### config.mk
export PLATFORM = sky130hd
export DESIGN_NAME = mux_display_clock_flat
export DESIGN_NICKNAME = d
export VERILOG_FILES = /design/src/rtl/mux_display_clock_if.sv /design/src/rtl/mux_display_clock.sv /design/src/flat_wrapper.sv
export SDC_FILE = /design/constraint.sdc
export NUM_CORES = 1
export LEC_CHECK = 0
export CORE_MARGIN = 2
export CORE_UTILIZATION = 52
export CTS_CLUSTER_SIZE = 30
export DETAILED_ROUTE_END_ITERATION = 16
export PLACE_DENSITY_LB_ADDON = 0.1
export SYNTH_ARGS = -nofsm -noshare
export SYNTH_HDL_FRONTEND = slang
export SYNTH_SLANG_ARGS = --single-unit
### constraint.sdc
create_clock -name clock -period 4.95 [get_ports clock]
set_input_delay 1.2375 -clock clock [delete_from_list [all_inputs] [get_ports clock]]
set_output_delay 1.2375 -clock clock [all_outputs]
set_load 0.005 [all_outputs]
### src/rtl/mux_display_clock_if.sv
// Bus between the board-side control/display pins and the display clock core.
// Controls come in from the (already debounced) buttons; the display pins and
// the seconds tick go out.
interface mux_display_clock_if #(
  parameter int NUM_DIGITS = 4
);
  logic                  run;
  logic                  clear;
  logic                  inc_min;
  logic                  inc_hr;
  logic [NUM_DIGITS-1:0] AN;
  logic [6:0]            C;
  logic                  DP;
  logic                  tick;

  modport master (
    output run, clear, inc_min, inc_hr,
    input  AN, C, DP, tick
  );

  modport slave (
    input  run, clear, inc_min, inc_hr,
    output AN, C, DP, tick
  );
endinterface

### src/rtl/mux_display_clock.sv
// Multiplexed seven-segment clock: MM:SS (4 digits) or HH:MM:SS (6 digits).
// Time is held as BCD digit pairs. A prescaler derives the one-second tick,
// and a scan counter walks the active-low anodes across the digits.
`timescale 1ns/1ps
module mux_display_clock #(
  parameter int NUM_DIGITS = 4,
  parameter int TICK_DIV   = 100000000,
  parameter int SCAN_DIV   = 100000
) (
  input  logic               clock,
  input  logic               reset,
  mux_display_clock_if.slave bus
);

  generate
    if (NUM_DIGITS != 4 && NUM_DIGITS != 6) begin : g_bad_digits
      $error("mux_display_clock: NUM_DIGITS must be 4 or 6");
    end
    if (TICK_DIV < 2) begin : g_bad_tick
      $error("mux_display_clock: TICK_DIV must be at least 2");
    end
    if (SCAN_DIV < 1) begin : g_bad_scan
      $error("mux_display_clock: SCAN_DIV must be at least 1");
    end
  endgenerate

  localparam int PW = $clog2(TICK_DIV);
  localparam int SW = (SCAN_DIV > 1) ? $clog2(SCAN_DIV) : 1;
  localparam logic [PW-1:0] PRESC_LAST = PW'(TICK_DIV - 1);
  localparam logic [SW-1:0] SCAN_LAST  = SW'(SCAN_DIV - 1);
  localparam logic [2:0]    IDX_LAST   = 3'(NUM_DIGITS - 1);
  localparam bit            HAS_HR     = (NUM_DIGITS == 6);
  localparam logic [NUM_DIGITS-1:0] ONE = {{(NUM_DIGITS-1){1'b0}}, 1'b1};

  // BCD pair increment that wraps to 00 after 'last' (59 or 23)
  function automatic logic [7:0] bcd_inc(input logic [7:0] pair, input logic [7:0] last);
    logic [7:0] res;
    if (pair == last)
      res = 8'h00;
    else if (pair[3:0] == 4'd9)
      res = {pair[7:4] + 4'd1, 4'd0};
    else
      res = {pair[7:4], pair[3:0] + 4'd1};
    return res;
  endfunction

  // Active-low {g,f,e,d,c,b,a}; anything outside 0..9 is blank
  function automatic logic [6:0] seg7(input logic [3:0] v);
    logic [6:0] s;
    case (v)
      4'd0:    s = 7'b1000000;
      4'd1:    s = 7'b1111001;
      4'd2:    s = 7'b0100100;
      4'd3:    s = 7'b0110000;
      4'd4:    s = 7'b0011001;
      4'd5:    s = 7'b0010010;
      4'd6:    s = 7'b0000010;
      4'd7:    s = 7'b1111000;
      4'd8:    s = 7'b0000000;
      4'd9:    s = 7'b0010000;
      default: s = 7'b1111111;
    endcase
    return s;
  endfunction

  logic [PW-1:0] presc;
  logic [SW-1:0] scan;
  logic [2:0]    idx;
  logic [7:0]    sec_bcd, min_bcd, hr_bcd;

  logic          tick_int, sec_wrap, hr_carry;
  logic [7:0]    sec_next, min_step, min_next, hr_step, hr_next;
  logic [3:0]    digit;

  // Next-time arithmetic: seconds carry first, then the manual minute step;
  // a minute wrap from either step gives at most one hour carry
  always_comb begin
    tick_int = bus.run && !bus.clear && (presc == PRESC_LAST);
    sec_wrap = tick_int && (sec_bcd == 8'h59);
    sec_next = tick_int ? bcd_inc(sec_bcd, 8'h59) : sec_bcd;
    min_step = sec_wrap ? bcd_inc(min_bcd, 8'h59) : min_bcd;
    min_next = bus.inc_min ? bcd_inc(min_step, 8'h59) : min_step;
    hr_carry = sec_wrap && ((min_bcd == 8'h59) || (bus.inc_min && min_step == 8'h59));
    hr_step  = (HAS_HR && hr_carry) ? bcd_inc(hr_bcd, 8'h23) : hr_bcd;
    hr_next  = (HAS_HR && bus.inc_hr) ? bcd_inc(hr_step, 8'h23) : hr_step;
  end

  // Prescaler, timekeeping and the registered tick; clear beats everything
  always_ff @(posedge clock or negedge reset) begin
    if (!reset) begin
      presc    <= '0;
      sec_bcd  <= 8'h00;
      min_bcd  <= 8'h00;
      hr_bcd   <= 8'h00;
      bus.tick <= 1'b0;
    end else if (bus.clear) begin
      presc    <= '0;
      sec_bcd  <= 8'h00;
      min_bcd  <= 8'h00;
      hr_bcd   <= 8'h00;
      bus.tick <= 1'b0;
    end else begin
      if (bus.run)
        presc <= (presc == PRESC_LAST) ? '0 : presc + 1'b1;
      sec_bcd  <= sec_next;
      min_bcd  <= min_next;
      hr_bcd   <= hr_next;
      bus.tick <= tick_int;
    end
  end

  // Scan timer: free-running, advances the digit index on each wrap
  always_ff @(posedge clock or negedge reset) begin
    if (!reset) begin
      scan <= '0;
      idx  <= 3'd0;
    end else if (scan == SCAN_LAST) begin
      scan <= '0;
      idx  <= (idx == IDX_LAST) ? 3'd0 : idx + 3'd1;
    end else begin
      scan <= scan + 1'b1;
    end
  end

  // Digit selected by the current scan index
  always_comb begin
    case (idx)
      3'd0:    digit = sec_bcd[3:0];
      3'd1:    digit = sec_bcd[7:4];
      3'd2:    digit = min_bcd[3:0];
      3'd3:    digit = min_bcd[7:4];
      3'd4:    digit = hr_bcd[3:0];
      3'd5:    digit = hr_bcd[7:4];
      default: digit = 4'hF;
    endcase
  end

  // Anodes, cathodes and decimal point registered together so they never skew
  always_ff @(posedge clock or negedge reset) begin
    if (!reset) begin
      bus.AN <= '1;
      bus.C  <= 7'b1111111;
      bus.DP <= 1'b1;
    end else begin
      bus.AN <= ~(ONE << idx);
      bus.C  <= seg7(digit);
      bus.DP <= ~((idx == 3'd2) || (idx == 3'd4));
    end
  end

endmodule

### src/flat_wrapper.sv
// flat-port wrapper written by rule: the top's interface ports become plain ports
module mux_display_clock_flat 
#(
  parameter int NUM_DIGITS = 4,
  parameter int TICK_DIV   = 100000000,
  parameter int SCAN_DIV   = 100000
)
  (clock, reset, bus_run, bus_clear, bus_inc_min, bus_inc_hr, bus_AN, bus_C, bus_DP, bus_tick);
  mux_display_clock_if #(.NUM_DIGITS(NUM_DIGITS)) bus_i ();
  input  logic clock;
  input  logic reset;
  input wire logic [$bits(bus_i.run)-1:0] bus_run;
  input wire logic [$bits(bus_i.clear)-1:0] bus_clear;
  input wire logic [$bits(bus_i.inc_min)-1:0] bus_inc_min;
  input wire logic [$bits(bus_i.inc_hr)-1:0] bus_inc_hr;
  output wire logic [$bits(bus_i.AN)-1:0] bus_AN;
  output wire logic [$bits(bus_i.C)-1:0] bus_C;
  output wire logic [$bits(bus_i.DP)-1:0] bus_DP;
  output wire logic [$bits(bus_i.tick)-1:0] bus_tick;
  assign bus_i.run = bus_run;
  assign bus_i.clear = bus_clear;
  assign bus_i.inc_min = bus_inc_min;
  assign bus_i.inc_hr = bus_inc_hr;
  assign bus_AN = bus_i.AN;
  assign bus_C = bus_i.C;
  assign bus_DP = bus_i.DP;
  assign bus_tick = bus_i.tick;
  mux_display_clock #(.NUM_DIGITS(NUM_DIGITS), .TICK_DIV(TICK_DIV), .SCAN_DIV(SCAN_DIV)) u_core (.clock(clock), .reset(reset), .bus(bus_i));
endmodule
; ---- After elaboration in Yosys (flattened, before gate mapping)
; Memories as Yosys holds them, arrays and structs flattened. A register that Yosys moved wholly into a read port is not among the register bits.
; Index checks and enable logic that the tools add are counted.
[classes]
shifts = 1
n_reduce_logical = 12
eq_ne = 13
add_sub_neg = 9
bitwise = 2
mux = 18
[ops]
columns = op, count
row1 = 8-bit 2-to-1 mux, 11
row2 = 27-bit 2-to-1 mux, 3
row3 = 27-bit by 1-bit adder with 27-bit output (second input constant), 1
row4 = 27-bit equality test (second input constant), 1
row5 = 4-bit by 1-bit adder with 4-bit output (second input constant), 6
row6 = 8-bit by 7-bit equality test with 1-bit output (second input constant), 3
row7 = 4-bit one-hot mux with 5 select lines, 1
row8 = 17-bit by 1-bit adder with 17-bit output (second input constant), 1
row9 = 17-bit equality test (second input constant), 1
row10 = 17-bit 2-to-1 mux, 1
row11 = 4-bit equality test (second input constant), 3
row12 = 3-bit by 2-bit equality test with 1-bit output (second input constant), 2
row13 = 3-bit equality test (second input constant), 2
row14 = 4-bit inverter, 1
row15 = 2-bit nonzero test, 2
row16 = 1-bit by 3-bit left shift with 4-bit output (first input constant), 1
row17 = 3-bit by 1-bit adder with 3-bit output (second input constant), 1
row18 = 3-bit by 1-bit equality test with 1-bit output (second input constant), 1
row19 = 1-bit logical AND, 3
row20 = 3-bit logical NOT, 1
row21 = 3-bit 2-to-1 mux, 1
row22 = 3-bit nonzero test, 1
row23 = 1-bit logical NOT, 2
row24 = 2-bit AND reduction, 1
row25 = other kinds (4), 4
[totals]
in_bits = 6
ff_bits = 69
out_inout_bits = 13
rom_bits = 112
mem_count = 1
word_cells = 65
[memory_table]
columns = name, depth, word_bits, read_ports, rd_clocked_by_memory_dff, wr, line_no
row1 = (name not given), 16, 7, 1, 1, 0, mux_display_clock.sv:50  ; case (v)

; ---- Logic depth before layout (Yosys ltp)
; Gate-level depths: netlist (run 1).
[logic_depth]
word_depth = 10
depth_mapped = 14
ltp_nobuf = 12

; ---- Least setup slack after synthesis (run 1)
; OpenSTA, ideal clock, no wires.
[synth_timing]
kind = input to register
start = input port bus_run
end = register u_core.min_bcd[6]
n_path_buf = 1
required_ns = 4.882
stages = 11
setup_time_ns = 0.068
setup_slack_ns = 1.460
arrival_time_ns = 3.422
path_cell_list = and3_1 > nand4_4 > or4_2 > clkbuf_1 > or2_1 > o21ai_1 > inv_1 > ha_1 > a21o_1 > nand2_1 > a32o_1
[synth_via]
elab_chain_len = 9
elab_cells_between_ends = 11
classes_between = 1 x add/sub / 2 x eq/ne / 5 x mux / 3 x reduce/logical
[synth_rtl]
columns = item, line_no
row1 = "start, declared", flat_wrapper.sv:12  ; input wire logic [$bits(bus_i.run)-1:0] bus_run;
row2 = 1-bit logical AND * (2 in a row), mux_display_clock.sv:78  ; tick_int = bus.run && !bus.clear && (presc == PRESC_LAST);
row3 = 1-bit logical AND *, mux_display_clock.sv:79  ; sec_wrap = tick_int && (sec_bcd == 8'h59);
row4 = 8-bit 2-to-1 mux *, mux_display_clock.sv:81  ; min_step = sec_wrap ? bcd_inc(min_bcd, 8'h59) : min_bcd;
row5 = 4-bit by 1-bit adder with 4-bit output / 4-bit equality test (equally long branches), "mux_display_clock.sv:41, mux_display_clock.sv:40"
row6 = 8-bit 2-to-1 mux, mux_display_clock.sv:40  ; else if (pair[3:0] == 4'd9)
row7 = 8-bit 2-to-1 mux, mux_display_clock.sv:38  ; if (pair == last)
row8 = 8-bit 2-to-1 mux *, mux_display_clock.sv:82  ; min_next = bus.inc_min ? bcd_inc(min_step, 8'h59) : min_step;
row9 = 8-bit 2-to-1 mux *, mux_display_clock.sv:96  ; end else if (bus.clear) begin
row10 = "end signal, assigned", mux_display_clock.sv:106  ; min_bcd <= min_next;
row11 = "end, declared", mux_display_clock.sv:69  ; logic [7:0] sec_bcd, min_bcd, hr_bcd;
; Every way passes the cells marked *; elsewhere a longest branch is shown, timed or not.
; A chain may end at the register's enable or synchronous reset.

; ---- Final worst setup path (run 1)
; Same ends and word-level chain as after synthesis.

==> flow_summary_export.csv, run 1 <==
group,metric,value,unit
power_and_ir_drop,power,1.20,mW
timing,max_freq,255,MHz
synth,synth.most_common_cell,"dfrtp_1",
clock_tree,numClockSinks,76,
critical_path,path_max_fanout,9,
clock_tree,cts_setup_buffers,0,
outcome,status,"completed",
finish,area_growth,10.9,%
power_and_ir_drop,powerDensity,248,mW/mm2
synth,netlist.area_leader.share,36.5,%
placed_design,dpl.hpwl,6360,um
timing,final-hold-violation-count,0,
clock_tree,clockRootBuffer,"clkbuf_8",
floorplan,design.die.area,0.00920,mm2
power_and_ir_drop,combPwrFrac,3.9,%
global_routing,overflow,0,
global_routing,grt_pass1_wl,16400,um
timing,final.min_clock_period,3.92,ns
finish,fin_cells,603,
finish,final_nets,520,
clock_tree,cts_resized,0,
critical_path,start_kind,"primary input",
floorplan,core_area,0.00822,mm2
synth,synthTopCellsByCount,"dfrtp_1 (64), nor2_1 (48), o21ai_0 (46), nand2_1 (39), a21oi_1 (25)",
clock_tree,clk_latency,0.35,ns
critical_path,endpoint,"u_core.min_bcd[6]",
power_and_ir_drop,intPower,0.930,mW
global_routing,grt_usage,22.6,%
floorplan,die_x,95.9,um
synth,synth_edf_count,0,
power_and_ir_drop,power.clock.fraction,44.0,%
critical_path,worst-endpoint-arrival,4.16,ns
finish,drive_gt1_share,9.24,%
floorplan,boundaryPins,19,
routing,route.detailed.drc,0,
routing,ant_nets,0,
global_routing,grt_max_degree,77,
routing,routed-via-count,3604,
clock_tree,cts_tree,"built",
synth,syn_avg_cell_area,9.15,um2
routing,wl,9380,um
synth,yosys.cell_types.count,57,
critical_path,rrSetupSlack,1.44,ns
critical_path,cp-startpoint,"bus_run",
global_routing,antenna_found_initial,0,
synth,synth_area_leader_cell,"dfrtp_1",
critical_path,worst-r2r-cell-count,7,
clock_tree,cts.clk_slew.worst_paths,0.08,ns
finish,diodes,0,
min_path,hold_class,"reg -> reg",
clock_tree,clk_path_buf_depth,2,
synth,yosysSeqAreaShare,43.6,%
floorplan,fp.dieH,95.9,um
power_and_ir_drop,p_seq_share,52.1,%
placed_design,pre_cts_ws,0.666,ns
timing,finalCritPeriodShare,79.1,%
synth,synth_area,0.00439,mm2
timing,fin_tns_setup,0,ns
synth,synth_ff_type,"dfrtp_1",
timing,slew_viol_final,0,
timing,clock_skew,0.00833,ns
timing,rsz0062_at_grt,"no",
timing,maxSlewHeadroom,30.5,%
power_and_ir_drop,total_leakage_power,2.11,nW
routing,wl_per_cell,15.6,um
routing,drt_iter0_markers,208,
finish,n_fill_cell,729,
critical_path,crit_type,"in -> reg",
finish,seq_area,0.00192,mm2
placed_design,globalplace.congestion,0.835,
synth,synth_nets,507,
timing,final-setup-viol-count,0,
placed_design,dp_cells,587,
power_and_ir_drop,switching_share,22.8,%
synth,yosysWarnings,0,
synth,syn-instance-count,480,
clock_tree,cts.hold.buffers_added,0,
power_and_ir_drop,ir_drop,0.140,mV
timing,fin_ws,1.03,ns
synth,ys_ff_latch,76,
routing,drtPass1Iterations,4,
critical_path,rr_endpoint,"u_core.presc[14]",
critical_path,required,5.19,ns
clock_tree,cts_made_buffers,9,
clock_tree,htree_num_levels,3,
power_and_ir_drop,switching_power,0.275,mW
floorplan,floorplan.initialDensity,53.4,%
synth,synthArstFlopShare,100,%
critical_path,r2r_start,"u_core.presc[19]",
floorplan,rows,33,
critical_path,end_kind,"register",
placed_design,numPortBuffers,17,
synth,ys_top_cells_by_area,"dfrtp_1 (36%), dfstp_2 (7.2%), ha_1 (6.0%)",
routing,post_drt_via_cell_ratio,5.98,
finish,multi_input_area,0.00231,mm2
timing,worst_pin_slew,1.04,ns
run,maxCapViolCount,0,
global_routing,first_global_vias,3490,
[through the flow]
step / util (%) / area [um2] / hold WS (ns)
after detailed placement: 56.5 / 4640 / 0.472
after CTS: 59.3 / 4870 / 0.484
final: 59.3 / 4870 / 0.479
after global placement: 56.5 / 4640 / 0.472
after global routing: 59.3 / 4870 / 0.502
after floorplan: - / 4390 / 0.447
[area by class of cell]
cell class | count | share of cell area (%)
inverters | 19 | 1.46
repair buffers | 22 | 4.21
clock inverters | 4 | 1.08
flip-flops and latches | 76 | 39.4
multi-input cells | 365 | 47.5
well taps | 105 | 2.70
clock buffers | 12 | 3.62
[power groups by stage]
stage	Sequential (mW)	Combinational [mW]	Clock, mW
after floorplan	0.638	0.0246	0
after global placement	0.640	0.0467	0
after CTS	0.628	0.0480	0.547
after detailed placement	0.640	0.0478	0
final	0.628	0.0465	0.530
after global routing	0.629	0.0541	0.573
[per-layer routing]
| layer | part of all wire, % | GRT usage, % |
|---|---|---|
| met2 | 46 | 35.4 |
| met4 | 1.2 | 7.02 |
| met3 | 3.6 | 4.15 |
| met1 | 49 | 31.9 |
| met5 | 0 | 0 |
[state kept, by name (all words and copies together) (netlist names)]
signal,count
u_core.min_bcd,8
u_core.bus.DP,1
u_core.idx,3
u_core.presc,27
u_core.scan,17
u_core.bus.tick,1
u_core.sec_bcd,8
u_core.bus.AN,4
u_core.bus.C,7
[how the worst min path moves through the flow]
stage                         from  cells past startpoint             end  slack (ns)
global route        u_core.scan[2]                      1  u_core.scan[2]        0.50
finish              u_core.scan[0]                      1  u_core.scan[0]        0.48
CTS                 u_core.scan[0]                      1  u_core.scan[0]        0.48
global placement    u_core.scan[0]                      1  u_core.scan[0]        0.47
detailed placement  u_core.scan[0]                      1  u_core.scan[0]        0.47
floorplan           u_core.scan[0]                      1  u_core.scan[0]        0.45
[worst max-delay path, cell delays in order]
cell             delay [ns]
clkdlybuf4s50_1        0.59
and3_1                 0.27
nand4_4                0.17
or3_1                  0.55
o41ai_4                0.43
nor4b_4                0.53
nand2_1                0.11
a32o_1                 0.27
[cell usage in the layout, fill, tap and decap left out, types with 6 or more instances in the layout]
cell             Yosys  routed
nor3_1              12      12
clkbuf_8             0      11
inv_1               19      19
and2_1               8       8
nor2b_1              8       8
nand4_1             20      20
and3_1              12      12
xor2_1              10      10
dfstp_2             12      12
ha_1                21      21
o41ai_1              6       6
nor4_1               7       7
clkdlybuf4s50_1      0      16
nand3_1             21      21
nor2_1              48      48
nand2_1             39      39
o31ai_1             11      11
a21oi_1             25      25
buf_4                0       6
o21ai_0             46      46
dfrtp_1             64      64
xnor2_1              7       7
[cell families after synthesis]
group	synth area share, %
and+or+nand+nor	25.3
buffers and inverters	3.65
adders and majority gates	5.98
muxes	1.42
DFF	43.6
AOI/OAI and AO/OA	16.6
xor gates and xnor gates	3.39
Power figures use the tool's default switching activity.
==> run 2: changes to the inputs <==
==> constraint.sdc (replaced) <==
create_clock -name clock -period 3.6 [get_ports clock]
set_input_delay 0.9 -clock clock [delete_from_list [all_inputs] [get_ports clock]]
set_output_delay 0.9 -clock clock [all_outputs]
set_load 0.005 [all_outputs]
==> run 2 against run 1 <==
Clock power grew 25%; core utilization grew 0.75 points; die area is the same; highest routed layer unchanged; first-iteration DRC count grew 13%; critical path depth grew 3; register-to-register slack lost 1.0 ns; combinational power grew 47%; wire length shrank 2.7%; cell count grew 2.0%; clock-buffer cell count shrank 2.
==> flow_summary_export.csv, run 2 (synthesis gave the netlist of run 1 again) <==
group,metric,value,unit
outcome,status,"completed",
power_and_ir_drop,power,1.59,mW
finish,drive_gt1_share,11.2,%
floorplan,fp.dieH,95.9,um
placed_design,numPortBuffers,17,
finish,final_common_cell,"dfrtp_1",
timing,final-hold-violation-count,0,
finish,largest_reg_flops,27,
routing,drt_iter0_markers,236,
critical_path,r2r_start,"u_core.sec_bcd[0]",
finish,fin_area,0.00493,mm2
finish,largest_register,"u_core.presc",
timing,max_freq,301,MHz
timing,clock_skew,0.00783,ns
timing,rsz0062_at_grt,"no",
clock_tree,clk_path_buf_depth,2,
clock_tree,cts_resized,0,
clock_tree,cts.hold.buffers_added,0,
critical_path,rrSetupSlack,0.43,ns
placed_design,dpl.hpwl,6300,um
min_path,hold_path_depth,1,
global_routing,first_global_vias,3378,
timing,final-setup-viol-count,0,
timing,slew_viol_final,0,
finish,final_nets,532,
power_and_ir_drop,power.clock.fraction,41.7,%
floorplan,boundaryPins,19,
critical_path,worst-endpoint-arrival,3.60,ns
placed_design,placed_area,0.00473,mm2
routing,wl,9130,um
routing,post_drt_via_cell_ratio,5.93,
clock_tree,cts.clk_slew.worst_paths,0.08,ns
finish,final_cell_mix,"dfrtp_1 (64), nor2_1 (48), o21ai_0 (46)",
min_path,whs_endpoint,"u_core.scan[11]",
power_and_ir_drop,p_seq_share,54.0,%
placed_design,dp_cells,599,
finish,fin_cells,615,
power_and_ir_drop,switching_power,0.379,mW
critical_path,required,3.88,ns
global_routing,antenna_found_initial,0,
power_and_ir_drop,total_leakage_power,2.14,nW
timing,maxSlewHeadroom,23.4,%
critical_path,crit_type,"in -> reg",
clock_tree,clk_latency,0.35,ns
routing,wl_per_cell,14.8,um
routing,drtPass1Iterations,5,
floorplan,floorplan.initialDensity,53.4,%
floorplan,rows,33,
global_routing,grt_pass1_wl,15700,um
routing,route.detailed.drc,0,
clock_tree,cts_setup_buffers,0,
critical_path,rr_endpoint,"u_core.min_bcd[7]",
clock_tree,clockRootBuffer,"clkbuf_8",
clock_tree,cts_tree,"built",
power_and_ir_drop,powerDensity,324,mW/mm2
global_routing,grt_max_degree,77,
min_path,min_from,"u_core.scan[11]",
routing,ant_nets,0,
timing,worst_pin_slew,1.14,ns
critical_path,worst-r2r-cell-count,11,
timing,finalCritPeriodShare,92.3,%
global_routing,overflow,0,
power_and_ir_drop,ir_drop,0.179,mV
routing,routed-via-count,3646,
finish,diodes,0,
clock_tree,htree_num_levels,3,
finish,largest_registers,"u_core.presc (27), u_core.scan (17)",
finish,utilization,60.0,%
run,maxCapViolCount,0,
floorplan,core_area,0.00822,mm2
clock_tree,numClockSinks,76,
floorplan,design.die.area,0.00920,mm2
power_and_ir_drop,combPwrFrac,4.3,%
clock_tree,cts_made_buffers,9,
floorplan,die_x,95.9,um
power_and_ir_drop,switching_share,23.8,%
power_and_ir_drop,intPower,1.22,mW
timing,final.min_clock_period,3.32,ns
finish,area_growth,12.3,%
global_routing,grt_usage,21.4,%
critical_path,start_kind,"primary input",
critical_path,end_kind,"register",
min_path,hold_class,"reg -> reg",
placed_design,globalplace.congestion,0.889,
critical_path,path_max_fanout,4,
## run 2: changes by cell type in the layout (fill, tap and decap cells not counted), sizes merged
cell,before,now
buf,6,18
clkbuf,12,10
clkinvlp,0,2
## run 2: worst max path at each step
stage	from	endpoint	slack (ns)	cells past startpoint
floorplan	bus_run	u_core.min_bcd[6]	0.45	11
global placement	bus_run	u_core.min_bcd[7]	-0.04	11
detailed placement	bus_run	u_core.min_bcd[7]	-0.08	11
CTS	bus_run	u_core.min_bcd[7]	0.28	11
global route	bus_run	u_core.min_bcd[7]	0.02	11
finish	bus_run	u_core.min_bcd[7]	0.28	11
## run 2: power by group through the flow
stage               combinational [mW]  clock, mW  sequential (mW)
floorplan                       0.0338          0            0.878
global placement                0.0686          0            0.878
detailed placement              0.0699          0            0.878
CTS                             0.0702      0.679            0.862
global route                    0.0793      0.724            0.863
finish                          0.0682      0.665            0.862
## run 2: final cells by class
cell class | instances | area (um2)
Tap cell | 105 | 131
Inverter | 19 | 71.3
Timing Repair Buffer | 34 | 295
Sequential cell | 76 | 1920
Multi-Input combinational cell | 365 | 2310
Clock buffer | 10 | 138
Clock inverter | 6 | 62.6
Fill cell | 730 | 3290
## run 2: worst max-delay path, cell delays in order
cell and delay, ns:
clkdlybuf4s50_1 0.47, and3_1 0.23, nand4_4 0.11, or4_2 0.72, or2_1 0.28, o21ai_1 0.20
inv_1 0.09, ha_1 0.23, nor2b_1 0.12, nand4_1 0.10, a21oi_1 0.15
## run 2: per-layer routing
metal  track usage (%)  vias up  wire (um)
met2              34.5       86       4200
li1                  -     1797          -
met4              6.90        0         82
met5                 0        -          0
met1              29.8     1755       4480
met3              3.29        8        376
## run 2: per-stage QoR
step	hold WS (ns)	setup TNS, ns	setup slack [ns]
2_1_floorplan	0.447	0	0.447
3_3_place_gp	0.473	-0.0718	-0.0416
3_5_place_dp	0.485	-0.227	-0.0806
4_1_cts	0.503	0	0.282
5_1_grt	0.533	0	0.0153
6_report	0.504	0	0.277
